$ cat src/rtl/sim_harness_pkg.sv
// Shared types and constants for the simulation control core.
package sim_harness_pkg;

  typedef enum logic [2:0] {
    ST_RST,
    ST_INIT,
    ST_RUN,
    ST_DRAIN,
    ST_DONE
  } state_t;

  localparam logic [7:0] EXIT_MAX_CYCLES = 8'hFE;
  localparam logic [7:0] UART_NEWLINE    = 8'h0A;

  // Width of a channel index; a single channel still needs one bit.
  function automatic int unsigned chan_width(input int unsigned n);
    return (n > 1) ? $clog2(n) : 1;
  endfunction

endpackage

$ cat src/rtl/sim_harness_ctrl_if.sv
// Handshake and byte-stream signals between the control core and the harness wrapper.
interface sim_harness_ctrl_if
  import sim_harness_pkg::*;
#(
  parameter int unsigned NUM_UART = 1,
  parameter int unsigned CHAN_W   = chan_width(NUM_UART)
);
  logic                  init_req;
  logic                  init_ack;
  logic                  step_valid;
  logic [7:0]            step_code;
  logic [NUM_UART-1:0]   uart_valid;
  logic [8*NUM_UART-1:0] uart_ch;
  logic                  print_valid;
  logic                  print_ready;
  logic [CHAN_W-1:0]     print_chan;
  logic [7:0]            print_ch;

  modport master (
    output init_req, step_valid, print_valid, print_chan, print_ch,
    input  init_ack, step_code, uart_valid, uart_ch, print_ready
  );

  modport slave (
    input  init_req, step_valid, print_valid, print_chan, print_ch,
    output init_ack, step_code, uart_valid, uart_ch, print_ready
  );
endinterface

$ cat src/rtl/sim_uart_line_buf.sv
// Per-channel UART line FIFO; each entry carries an end-of-line marker bit.
module sim_uart_line_buf
  import sim_harness_pkg::*;
#(
  parameter int unsigned LINE_DEPTH = 64
) (
  input  logic       clock,
  input  logic       reset,
  input  logic       i_wr_valid,
  input  logic [7:0] i_wr_data,
  input  logic       i_rd_en,
  input  logic       i_flush,
  output logic [7:0] o_rd_data,
  output logic       o_rd_last,
  output logic       o_empty,
  output logic       o_line_avail,
  output logic       o_overflow
);
  localparam int unsigned AW = $clog2(LINE_DEPTH);
  localparam logic [AW:0] FULL_CNT = (AW+1)'(LINE_DEPTH);
  localparam logic [AW:0] ONE      = (AW+1)'(1);

  logic [8:0]    r_mem [LINE_DEPTH];
  logic [AW-1:0] r_wr_ptr;
  logic [AW-1:0] r_rd_ptr;
  logic [AW:0]   r_count;
  logic [AW:0]   r_lines;
  logic          r_overflow;
  logic          w_full;
  logic          w_wr;
  logic          w_rd;
  logic          w_wr_end;
  logic          w_rd_end;
  logic [8:0]    w_head;

  assign w_full       = (r_count == FULL_CNT);
  assign o_empty      = (r_count == '0);
  assign w_wr         = i_wr_valid && !w_full;
  assign w_rd         = i_rd_en && !o_empty;
  // A byte that fills the buffer is a forced line break.
  assign w_wr_end     = (i_wr_data == UART_NEWLINE) || (!w_rd && (r_count == FULL_CNT - ONE));
  assign w_head       = r_mem[r_rd_ptr];
  assign w_rd_end     = w_head[8];
  assign o_rd_data    = w_head[7:0];
  // The last buffered byte ends a flush line even without a marker.
  assign o_rd_last    = w_rd_end || (r_count == ONE);
  assign o_line_avail = (r_lines != '0) || (i_flush && !o_empty);
  assign o_overflow   = r_overflow;

  // Storage write; contents are don't-care while the pointers are reset.
  always_ff @(posedge clock) begin
    if (w_wr) r_mem[r_wr_ptr] <= {w_wr_end, i_wr_data};
  end

  // Pointers, occupancy, complete-line count and sticky overflow.
  always_ff @(posedge clock) begin
    if (!reset) begin
      r_wr_ptr   <= '0;
      r_rd_ptr   <= '0;
      r_count    <= '0;
      r_lines    <= '0;
      r_overflow <= 1'b0;
    end else begin
      if (w_wr) r_wr_ptr <= r_wr_ptr + 1'b1;
      if (w_rd) r_rd_ptr <= r_rd_ptr + 1'b1;
      if (w_wr && !w_rd)      r_count <= r_count + ONE;
      else if (!w_wr && w_rd) r_count <= r_count - ONE;
      r_lines <= r_lines + {{AW{1'b0}}, (w_wr && w_wr_end)} - {{AW{1'b0}}, (w_rd && w_rd_end)};
      if (i_wr_valid && w_full) r_overflow <= 1'b1;
    end
  end
endmodule

$ cat src/rtl/sim_harness_ctrl.sv
// Simulation control core: reset/init/step sequencing, cycle limit, UART line arbitration.
module sim_harness_ctrl
  import sim_harness_pkg::*;
#(
  parameter int unsigned RESET_CYCLES = 50,
  parameter int unsigned NUM_UART     = 1,
  parameter int unsigned LINE_DEPTH   = 64,
  parameter int unsigned CYCLE_W      = 64
) (
  input  logic                clock,
  input  logic                reset,
  input  logic [CYCLE_W-1:0]  max_cycles,
  output logic                dut_reset,
  sim_harness_ctrl_if.master  bus,
  output logic [CYCLE_W-1:0]  cycle_count,
  output logic [NUM_UART-1:0] uart_overflow,
  output logic                finish,
  output logic [7:0]          exit_code
);
  localparam int unsigned CHAN_W = chan_width(NUM_UART);

  state_t              r_state;
  state_t              w_next;
  logic [31:0]         r_rst_cnt;
  logic [CYCLE_W-1:0]  r_limit;
  logic                r_busy;
  logic [CHAN_W-1:0]   r_gnt;
  logic [CHAN_W-1:0]   r_last;
  logic                w_capture;
  logic                w_flush;
  logic                w_stop_step;
  logic                w_stop_lim;
  logic                w_found;
  logic [CHAN_W-1:0]   w_pick;
  int unsigned         w_idx;
  logic [7:0]          w_rd_data [NUM_UART];
  logic [NUM_UART-1:0] w_rd_last;
  logic [NUM_UART-1:0] w_rd_en;
  logic [NUM_UART-1:0] w_empty;
  logic [NUM_UART-1:0] w_avail;

  assign w_capture   = (r_state == ST_INIT) || (r_state == ST_RUN);
  assign w_flush     = (r_state == ST_DRAIN);
  assign w_stop_step = (bus.step_code != 8'h00);
  assign w_stop_lim  = (r_limit != '0) && (cycle_count == r_limit - CYCLE_W'(1));

  for (genvar g = 0; g < NUM_UART; g++) begin : g_chan
    assign w_rd_en[g] = r_busy && bus.print_ready && (r_gnt == CHAN_W'(g));
    sim_uart_line_buf #(.LINE_DEPTH(LINE_DEPTH)) u_buf (
      .clock        (clock),
      .reset        (reset),
      .i_wr_valid   (w_capture && bus.uart_valid[g]),
      .i_wr_data    (bus.uart_ch[8*g +: 8]),
      .i_rd_en      (w_rd_en[g]),
      .i_flush      (w_flush),
      .o_rd_data    (w_rd_data[g]),
      .o_rd_last    (w_rd_last[g]),
      .o_empty      (w_empty[g]),
      .o_line_avail (w_avail[g]),
      .o_overflow   (uart_overflow[g])
    );
  end

  // FSM state register.
  always_ff @(posedge clock) begin
    if (!reset) r_state <= ST_RST;
    else        r_state <= w_next;
  end

  // Next-state decode and state-driven outputs.
  always_comb begin
    w_next         = r_state;
    dut_reset      = 1'b0;
    bus.init_req   = 1'b0;
    bus.step_valid = 1'b0;
    finish         = 1'b0;
    case (r_state)
      ST_RST: begin
        dut_reset = 1'b1;
        if (r_rst_cnt == 32'(RESET_CYCLES - 1)) w_next = ST_INIT;
      end
      ST_INIT: begin
        bus.init_req = 1'b1;
        if (bus.init_ack) w_next = ST_RUN;
      end
      ST_RUN: begin
        bus.step_valid = 1'b1;
        if (w_stop_step || w_stop_lim) w_next = ST_DRAIN;
      end
      ST_DRAIN: begin
        if ((&w_empty) && !r_busy) w_next = ST_DONE;
      end
      ST_DONE: finish = 1'b1;
      default: w_next = ST_RST;
    endcase
  end

  // Reset-hold counter, limit latch, cycle counter and exit code.
  always_ff @(posedge clock) begin
    if (!reset) begin
      r_rst_cnt   <= '0;
      r_limit     <= '0;
      cycle_count <= '0;
      exit_code   <= '0;
    end else begin
      if (r_state == ST_RST) r_rst_cnt <= r_rst_cnt + 32'd1;
      if ((r_state == ST_INIT) && bus.init_ack) r_limit <= max_cycles;
      if (r_state == ST_RUN) begin
        cycle_count <= cycle_count + CYCLE_W'(1);
        if (w_stop_step)     exit_code <= bus.step_code;
        else if (w_stop_lim) exit_code <= EXIT_MAX_CYCLES;
      end
    end
  end

  // Round-robin search starting one past the last granted channel.
  always_comb begin
    w_found = 1'b0;
    w_pick  = r_last;
    w_idx   = 0;
    for (int unsigned i = 1; i <= NUM_UART; i++) begin
      w_idx = (32'(r_last) + i) % NUM_UART;
      if (!w_found && w_avail[w_idx]) begin
        w_found = 1'b1;
        w_pick  = CHAN_W'(w_idx);
      end
    end
  end

  // Grant holds until the line's final byte is handshaken.
  always_ff @(posedge clock) begin
    if (!reset) begin
      r_busy <= 1'b0;
      r_gnt  <= '0;
      r_last <= CHAN_W'(NUM_UART - 1);
    end else if (r_busy) begin
      if (bus.print_ready && w_rd_last[r_gnt]) r_busy <= 1'b0;
    end else if (w_found) begin
      r_busy <= 1'b1;
      r_gnt  <= w_pick;
      r_last <= w_pick;
    end
  end

  assign bus.print_valid = r_busy;
  assign bus.print_chan  = r_gnt;
  assign bus.print_ch    = r_busy ? w_rd_data[r_gnt] : '0;
endmodule

$ cat src/flat_wrapper.sv
// flat-port wrapper written by rule: the top's interface ports become plain ports
module sim_harness_ctrl_flat import sim_harness_pkg::*;
#(
  parameter int unsigned RESET_CYCLES = 50,
  parameter int unsigned NUM_UART     = 1,
  parameter int unsigned LINE_DEPTH   = 64,
  parameter int unsigned CYCLE_W      = 64
)
  (clock, reset, max_cycles, dut_reset, cycle_count, uart_overflow, finish, exit_code, bus_init_req, bus_step_valid, bus_print_valid, bus_print_chan, bus_print_ch, bus_init_ack, bus_step_code, bus_uart_valid, bus_uart_ch, bus_print_ready);
  sim_harness_ctrl_if #(.NUM_UART(NUM_UART)) bus_i ();
  input  logic clock;
  input  logic reset;
  input  logic [CYCLE_W-1:0] max_cycles;
  output logic dut_reset;
  output logic [CYCLE_W-1:0] cycle_count;
  output logic [NUM_UART-1:0] uart_overflow;
  output logic finish;
  output logic [7:0] exit_code;
  output wire logic [$bits(bus_i.init_req)-1:0] bus_init_req;
  output wire logic [$bits(bus_i.step_valid)-1:0] bus_step_valid;
  output wire logic [$bits(bus_i.print_valid)-1:0] bus_print_valid;
  output wire logic [$bits(bus_i.print_chan)-1:0] bus_print_chan;
  output wire logic [$bits(bus_i.print_ch)-1:0] bus_print_ch;
  input wire logic [$bits(bus_i.init_ack)-1:0] bus_init_ack;
  input wire logic [$bits(bus_i.step_code)-1:0] bus_step_code;
  input wire logic [$bits(bus_i.uart_valid)-1:0] bus_uart_valid;
  input wire logic [$bits(bus_i.uart_ch)-1:0] bus_uart_ch;
  input wire logic [$bits(bus_i.print_ready)-1:0] bus_print_ready;
  assign bus_init_req = bus_i.init_req;
  assign bus_step_valid = bus_i.step_valid;
  assign bus_print_valid = bus_i.print_valid;
  assign bus_print_chan = bus_i.print_chan;
  assign bus_print_ch = bus_i.print_ch;
  assign bus_i.init_ack = bus_init_ack;
  assign bus_i.step_code = bus_step_code;
  assign bus_i.uart_valid = bus_uart_valid;
  assign bus_i.uart_ch = bus_uart_ch;
  assign bus_i.print_ready = bus_print_ready;
  sim_harness_ctrl #(.RESET_CYCLES(RESET_CYCLES), .NUM_UART(NUM_UART), .LINE_DEPTH(LINE_DEPTH), .CYCLE_W(CYCLE_W)) u_core (.clock(clock), .reset(reset), .max_cycles(max_cycles), .dut_reset(dut_reset), .bus(bus_i), .cycle_count(cycle_count), .uart_overflow(uart_overflow), .finish(finish), .exit_code(exit_code));
endmodule
$ cat config.mk
export PLATFORM = sky130hd
export DESIGN_NAME = sim_harness_ctrl_flat
export DESIGN_NICKNAME = d
export VERILOG_FILES = /design/src/rtl/sim_harness_pkg.sv /design/src/rtl/sim_harness_ctrl_if.sv /design/src/rtl/sim_uart_line_buf.sv /design/src/rtl/sim_harness_ctrl.sv /design/src/flat_wrapper.sv
export SDC_FILE = /design/constraint.sdc
export NUM_CORES = 1
export LEC_CHECK = 0
export BUFFER_PORTS_ARGS = -buffer_cell sky130_fd_sc_hd__buf_2
export CELL_PAD_IN_SITES_DETAIL_PLACEMENT = 1
export CELL_PAD_IN_SITES_GLOBAL_PLACEMENT = 1
export CORE_ASPECT_RATIO = 0.5
export CORE_UTILIZATION = 56
export DETAILED_ROUTE_END_ITERATION = 8
export GPL_ROUTABILITY_DRIVEN = 0
export PLACE_DENSITY_LB_ADDON = 0.1
export SKIP_LAST_GASP = 1
export SYNTH_ARGS = -nofsm -noshare
export SYNTH_HDL_FRONTEND = slang
export SYNTH_SLANG_ARGS = --single-unit
$ cat constraint.sdc
create_clock -name clock -period 13.1 [get_ports clock]
set_clock_uncertainty 0.2 [all_clocks]
set_input_delay 0 -clock clock [delete_from_list [all_inputs] [get_ports clock]]
set_output_delay 0 -clock clock [all_outputs]
set_load 0.01 [all_outputs]
==> After elaboration in Yosys (flattened, before gate mapping) <==
Memory sizes are Yosys's and may differ from the RTL's. A register that Yosys moved wholly into a read port is not among the register bits.
Index checks and enable logic that the tools add are counted.
{ "totals": {"ff_bits": 200, "mem_bits_rw": 576, "in_bits": 85, "out_inout_bits": 87, "elab_cells": 101, "mem_count": 1} }
{ "op_classes": {"n_addsub": 9, "n_lt_le_gt_ge": 1, "n_eq_ne": 14, "mux": 25, "n_bitwise": 3, "n_reduce_logical": 36} }
{ "mem_list": {"columns": ["memory", "words", "width", "rd", "rd_ports_with_merged_regs", "wr", "line_no", "rtl"], "rows": [
  ["u_core.g_chan[0].u_buf.r_mem", 64, 9, 1, 1, 1, "sim_uart_line_buf.sv:23", "logic [8:0] r_mem [LINE_DEPTH];"]
]} }
{ "op_table": {"columns": ["cell", "n"], "rows": [
  ["$add A64 B1 Y64 const B", 1],
  ["$eq A64 B64 Y1", 1],
  ["$reduce_bool A64 Y1", 1],
  ["$sub A64 B1 Y64 const B", 1],
  ["$add A32 B1 Y32 const B", 1],
  ["$eq A32 B6 Y1 const B", 1],
  ["$mux W8", 4],
  ["$logic_and A1 B1 Y1", 16],
  ["$pmux W3 S5", 1],
  ["$mux W7", 2],
  ["$add A6 B1 Y6 const B", 2],
  ["$mux W1", 12],
  ["$mux W3", 4],
  ["$mux W6", 2],
  ["$eq A8 B4 Y1 const B", 1],
  ["$reduce_bool A8 Y1", 1],
  ["$add A7 B1 Y7", 1],
  ["$add A7 B1 Y7 const B", 1],
  ["$eq A7 B1 Y1 const B", 1],
  ["$eq A7 B6 Y1 const B", 1],
  ["$eq A7 B7 Y1 const B", 1],
  ["$logic_not A7 Y1", 1],
  ["$reduce_bool A7 Y1", 1],
  ["$sub A7 B1 Y7", 1],
  ["other kinds (15)", 29]
]} }

==> Depth between registers and ports, before layout <==
{ "depth": {"depth_word": 9, "ltp_mapped": 19, "mapped_depth_nobuf": 19} }

==> Hierarchy <==
Synthesis repeated with hierarchy kept, for this count alone.
{ "unflattened": {"hier_cells": 2326, "hier_area_um2": 33776.1} }
{ "modules_own_cells": {"columns": ["mod", "n_inst", "cells_each", "area_each_um2", "seq_area_each_um2"], "rows": [
  ["sim_uart_line_buf", 1, 1118, 23830.4, 17957.2],
  ["sim_harness_ctrl", 1, 1208, 9945.8, 3443.3]
]} }

==> Worst setup path after synthesis <==
Ideal clock, no wire load.
{ "synth_path": {"kind": "register to register", "from": "reg u_core.g_chan[0].u_buf.r_count[3]", "to": "reg u_core.g_chan[0].u_buf.r_lines[6]", "setup_time_ns": 0.116, "t_arrival_ns": 7.091, "t_required_ns": 12.784, "slack_ns": 5.694, "stages_incl_launch_ff": 20, "path_buffers": 1, "synth_period_minus_slack_ns": 7.406, "cell_sequence": "dfxtp_1 > clkbuf_1 > nor4_1 > nand2_1 > nor2_1 > nor2_1 > o41ai_1 > nand2_1 > ha_1 > inv_1 > ha_1 > inv_1 > fa_1 > inv_1 > a21oi_1 > o21bai_1 > a21oi_1 > nor2_1 > or3_1 > and3_1"} }
{ "synth_between": {"elab_chain_len": 9} }
{ "synth_rtl": {"columns": ["item", "line_no", "rtl"], "rows": [
  ["from (decl)", "sim_uart_line_buf.sv:26", "logic [AW:0] r_count;"],
  ["from (signal assigned)", "sim_uart_line_buf.sv:66", "if (w_wr && !w_rd) r_count <= r_count + ONE;"],
  ["from (signal assigned)", "sim_uart_line_buf.sv:67", "else if (!w_wr && w_rd) r_count <= r_count - ONE;"],
  ["$logic_not A7 Y1", "sim_uart_line_buf.sv:37", "assign o_empty = (r_count == '0);"],
  ["$logic_not A1 Y1", "sim_uart_line_buf.sv:39", "assign w_rd = i_rd_en && !o_empty;"],
  ["$logic_and A1 B1 Y1", "sim_uart_line_buf.sv:39", null],
  ["$logic_not A1 Y1", "sim_uart_line_buf.sv:41", "assign w_wr_end = (i_wr_data == UART_NEWLINE) || (!w_rd && (r_count == FULL_CNT - ONE));"],
  ["$logic_and A1 B1 Y1 *", "sim_uart_line_buf.sv:41", null],
  ["$logic_or A1 B1 Y1 *", "sim_uart_line_buf.sv:41", null],
  ["via u_core.g_chan[0].u_buf.w_wr_end", "sim_uart_line_buf.sv:32", "logic w_wr_end;"],
  ["$logic_and A1 B1 Y1 *", "sim_uart_line_buf.sv:68", "r_lines <= r_lines + {{AW{1'b0}}, (w_wr && w_wr_end)} - {{AW{1'b0}}, (w_rd && w_rd_end)};"],
  ["$add A7 B1 Y7 *", "sim_uart_line_buf.sv:68", null],
  ["$sub A7 B1 Y7 *", "sim_uart_line_buf.sv:68", null],
  ["to (signal assigned)", "sim_uart_line_buf.sv:68", null],
  ["to (decl)", "sim_uart_line_buf.sv:27", "logic [AW:0] r_lines;"]
]} }
The timed path passes the listed nets; every way through them passes the cells marked *.
A chain may end at the register's enable or synchronous reset.

==> metrics.md <==
| Metric | Value |
|---|---|
| Run status | finished clean |
| Simple-Gate Fraction of Synth Area | 11.9% |
| Most frequent standard cell in the layout excluding fill and tap cells | sky130_fd_sc_hd__edfxtp_1 |
| # IOs | 172 |
| Max Cap Violations | 0 |
| Critical Path End | u_core.g_chan[0].u_buf.r_lines[6] |
| Worst-margin pin slew | 1.18 ns |
| Compound-cell area share of the yosys netlist | 4.04% |
| Final Cycle Share | 47.4% |
| TritonCTS clock tree | done |
| Clock Tree Root | sky130_fd_sc_hd__clkbuf_16 |
| Xor and xnor area share after synthesis | 4.62% |
| Area of the multi-input gates | 11,600 µm² |
| Number of nets in the synthesized netlist | 2,388 |
| Gate count of the mapped netlist | 2,282 |
| Cell family contributing the most delay on the critical path | buffers and inverters |
| Number of global-route vias before repair | 22,400 |
| Pwr dens | 122 nW/µm² |
| Wire length of the first global-routing pass | 140,000 µm |
| DP Worst Slack | 6.98 ns |
| Critical path launch point type | register |
| Routed wire length | 92,300 µm |
| Synth unique cells | 75 |
| Maximum level of the CTS H-tree | 3 |
| Data required, critical path | 13.41 ns |
| Vias per cell | 6.14 |
| Mean cell area of the mapped netlist | 14.7 µm² |
| Worst reg2reg path depth | 18 |
| Half-perimeter wire length after detailed placement | 56,900 µm |
| Number of flops mapped to enable cells by yosys | 576 |
| Asr flop ratio synth | 0% |
| Final Max Slew Viols | 0 |
| Crit-path max FO | 72 |
| Buf/Inv on CP | 5 |
| Num Clock Sinks | 781 |
| # DRC | 0 |
| List of cells traversed by the critical path | buf_4 -> buf_4 -> mux4_2 -> mux4_2 -> mux4_2 -> and2_1 -> ha_1 -> inv_1 -> ha_1 -> inv_1 -> fa_1 -> inv_1 -> a21oi_1 -> o21bai_1 -> a21oi_1 -> nor2_1 -> or3_1 -> and3_1 |
| Setup slack on the worst flop-to-flop path | 6.89 ns |
| Non-filler cells in the finished layout | 3,486 |
| # resized after CTS | 0 |
| Final hold vios | 0 |
| Total Power Consumption | 4.82 mW |
| Remaining Overflow, GRT | 0 |
| Sequential cell area | 21,400 µm² |
| Number of placed instances with taps included | 3,178 |
| Mapped Area | 33,600 µm² |
| Area share of fa/ha/maj cells after synthesis | 0.805% |
| VDD IR max | 0.110 mV |
| Antenna violation net count after detailed routing | 0 |
| RR Endpoint | u_core.g_chan[0].u_buf.r_lines[6] |
| Chip Height | 175 µm |
| Max frequency | 161 MHz |
| Min-delay worst type | in -> reg |
| Crit path DAT | 6.52 ns |
| Number of violations reported at the end of detailed-routing iteration 0 | 1,933 |
| Shortest clock period the worst path allows after layout | 6.21 ns |
| Number of antenna violations at the first check in global routing | 2 |
| Sequential cell area fraction in the yosys report | 63.8% |
| Floorplan die area | 61,000 µm² |
| Initial standard-cell utilization of the core | 56.7% |
| Buffers on Ports | 170 |
| Horizontal die dimension | 348 µm |
| Setup_tns | 0 ns |
| Count of warnings emitted by yosys | 0 |
| Worst hold margin | 0.0670 ns |
| Insertion delay of the later-clocked pin in the worst-skew pair | 0.62 ns |
| Final Instance Area | 39,300 µm² |
| Router iterations before antenna repair | 5 |
| Main combinational cell family by area after synthesis | multiplexers |
| Category of the critical setup timing path | reg -> reg |
| # fillers | 5,437 |
| Nets@finish | 2,727 |
| CP max stage delay | 0.92 ns |
| Cell depth of the worst setup path | 18 |
| Slowest stage cell on the critical path | sky130_fd_sc_hd__buf_4 |
| Area grow syn2layout | 17.2% |
| Post-DR wirelength/cell | 26.5 µm |
| Clock-pin slew of the registers on the worst-case setup and hold paths | 0.07 ns |
| Crit path setup slack, layout | 6.89 ns |
| Final count of negative-setup-slack endpoints | 0 |
| Crit path capture type | register |
| RSZ-0062 raised after global routing | false |
| Number of inserted diodes | 0 |
| Utilization after layout | 66.4% |
| Max-Slew Margin vs Limit | 21.1% |
| Global-route total usage across every layer | 30.8% |
| Fraction of synthesized area in multiplexers | 13.2% |
| DR vias | 21,400 |
| Bufs on Longest Clock Path | 3 |
| Maximum number of pins on one net before global-route repair | 105 |
| Top library cells by usage in the layout, fill and taps aside | sky130_fd_sc_hd__edfxtp_1, sky130_fd_sc_hd__nand2_1, sky130_fd_sc_hd__dfxtp_1, sky130_fd_sc_hd__mux4_2, sky130_fd_sc_hd__dlygate4sd3_1 |
| Fraction of layout instances using a drive strength above 1 | 19.3% |
| Number of buffers created by CTS | 69 |
| Synth Flop Type | sky130_fd_sc_hd__edfxtp_1 |
| Register bit count reported by yosys | 781 |
| Static Leakage | 13.3 nW |
| Core Region | 59,200 µm² |
| Rows | 63 |
| Instance area at placement | 35,200 µm² |
how the worst min path moves through the flow:
stage	start	to	slack (ns)	depth (start not counted)
after floorplan	bus_uart_ch[0]	u_core.g_chan[0].u_buf.r_mem[0][0]	-0.10	0
after global placement	max_cycles[61]	u_core.r_limit[61]	0.06	3
after detailed placement	max_cycles[4]	u_core.r_limit[4]	0.06	3
after CTS	bus_step_code[7]	u_core.exit_code[7]	0.004	3
after global routing	bus_step_code[7]	u_core.exit_code[7]	0.07	3
final	bus_step_code[7]	u_core.exit_code[7]	0.07	3
area by class of cell:
type / instances / area share [%]
clock inverter: 44 / 1.11
tap: 812 / 2.58
multi-input combinational: 1358 / 29.5
sequential: 781 / 54.5
timing repair buffer: 381 / 7.40
clock buffer: 80 / 4.63
inverter: 30 / 0.286
tightest hold or removal path: cells and delay by family:
| kind | cells | cell delay (ns) |
|---|---|---|
| buf+inv | 2 | 0.66 |
| compound gates | 1 | 0.19 |
flip-flops by register name (all words and copies together), names as in the netlist, named ones only:
name	count
u_core.g_chan.u_buf.r_count	7
u_core.cycle_count	64
u_core.g_chan.u_buf.r_wr_ptr	6
u_core.r_rst_cnt	32
u_core.r_limit	64
u_core.r_state	3
u_core.g_chan.u_buf.r_lines	7
u_core.g_chan.u_buf.r_rd_ptr	6
u_core.g_chan.u_buf.r_mem	576
u_core.exit_code	8
u_core.g_chan.u_buf.o_overflow	1
u_core.bus.print_valid	1
layer usage:
metal	vias up	wire, µm	track usage (%)
met2	817	46900	53.4
met1	11000	37100	40.5
met5	-	13	0
li1	9394	-	-
met4	2	2630	9.18
met3	170	5680	4.67
report_power, final:
group / leakage [nW] / switching (mW) / internal (mW)
sequential: 6.69 / 0.000828 / 2.65
clock: 1.10 / 0.948 / 1.13
combinational: 5.48 / 0.0495 / 0.0406
cell families after synthesis:
| logic type | Yosys count |
|---|---|
| compound gates | 188 |
| xor+xnor | 177 |
| fa+ha+maj | 21 |
| buf+inv | 143 |
| flops | 781 |
| mux | 204 |
| other cells | 1 |
| simple gates | 767 |
cell usage after synthesis, drive strengths merged, types with 30 or more instances:
cell | n | area share, %
edfxtp | 576 | 52
nand2 | 218 | 2.4
dfxtp | 205 | 12
mux4 | 189 | 13
xnor2 | 121 | 3.2
nor2 | 120 | 1.3
and2 | 112 | 2.1
a21boi | 82 | 1.8
clkbuf | 82 | 0.92
xor2 | 56 | 1.5
nand3 | 51 | 0.76
nor4 | 49 | 0.97
nand4 | 41 | 0.81
nor3 | 34 | 0.51
o21ai | 33 | 0.49
or3 | 33 | 0.62
buf | 31 | 0.39
inv | 30 | 0.34
repair_timing:
| item | in CTS | in global routing |
|---|---|---|
| endpoints found under the setup margin | 0 | 0 |
| endpoints found under the hold margin | 469 | 0 |
| buffers inserted | 0 | 0 |
| hold buffers | 184 | 0 |
Power figures use the tool's default switching activity.
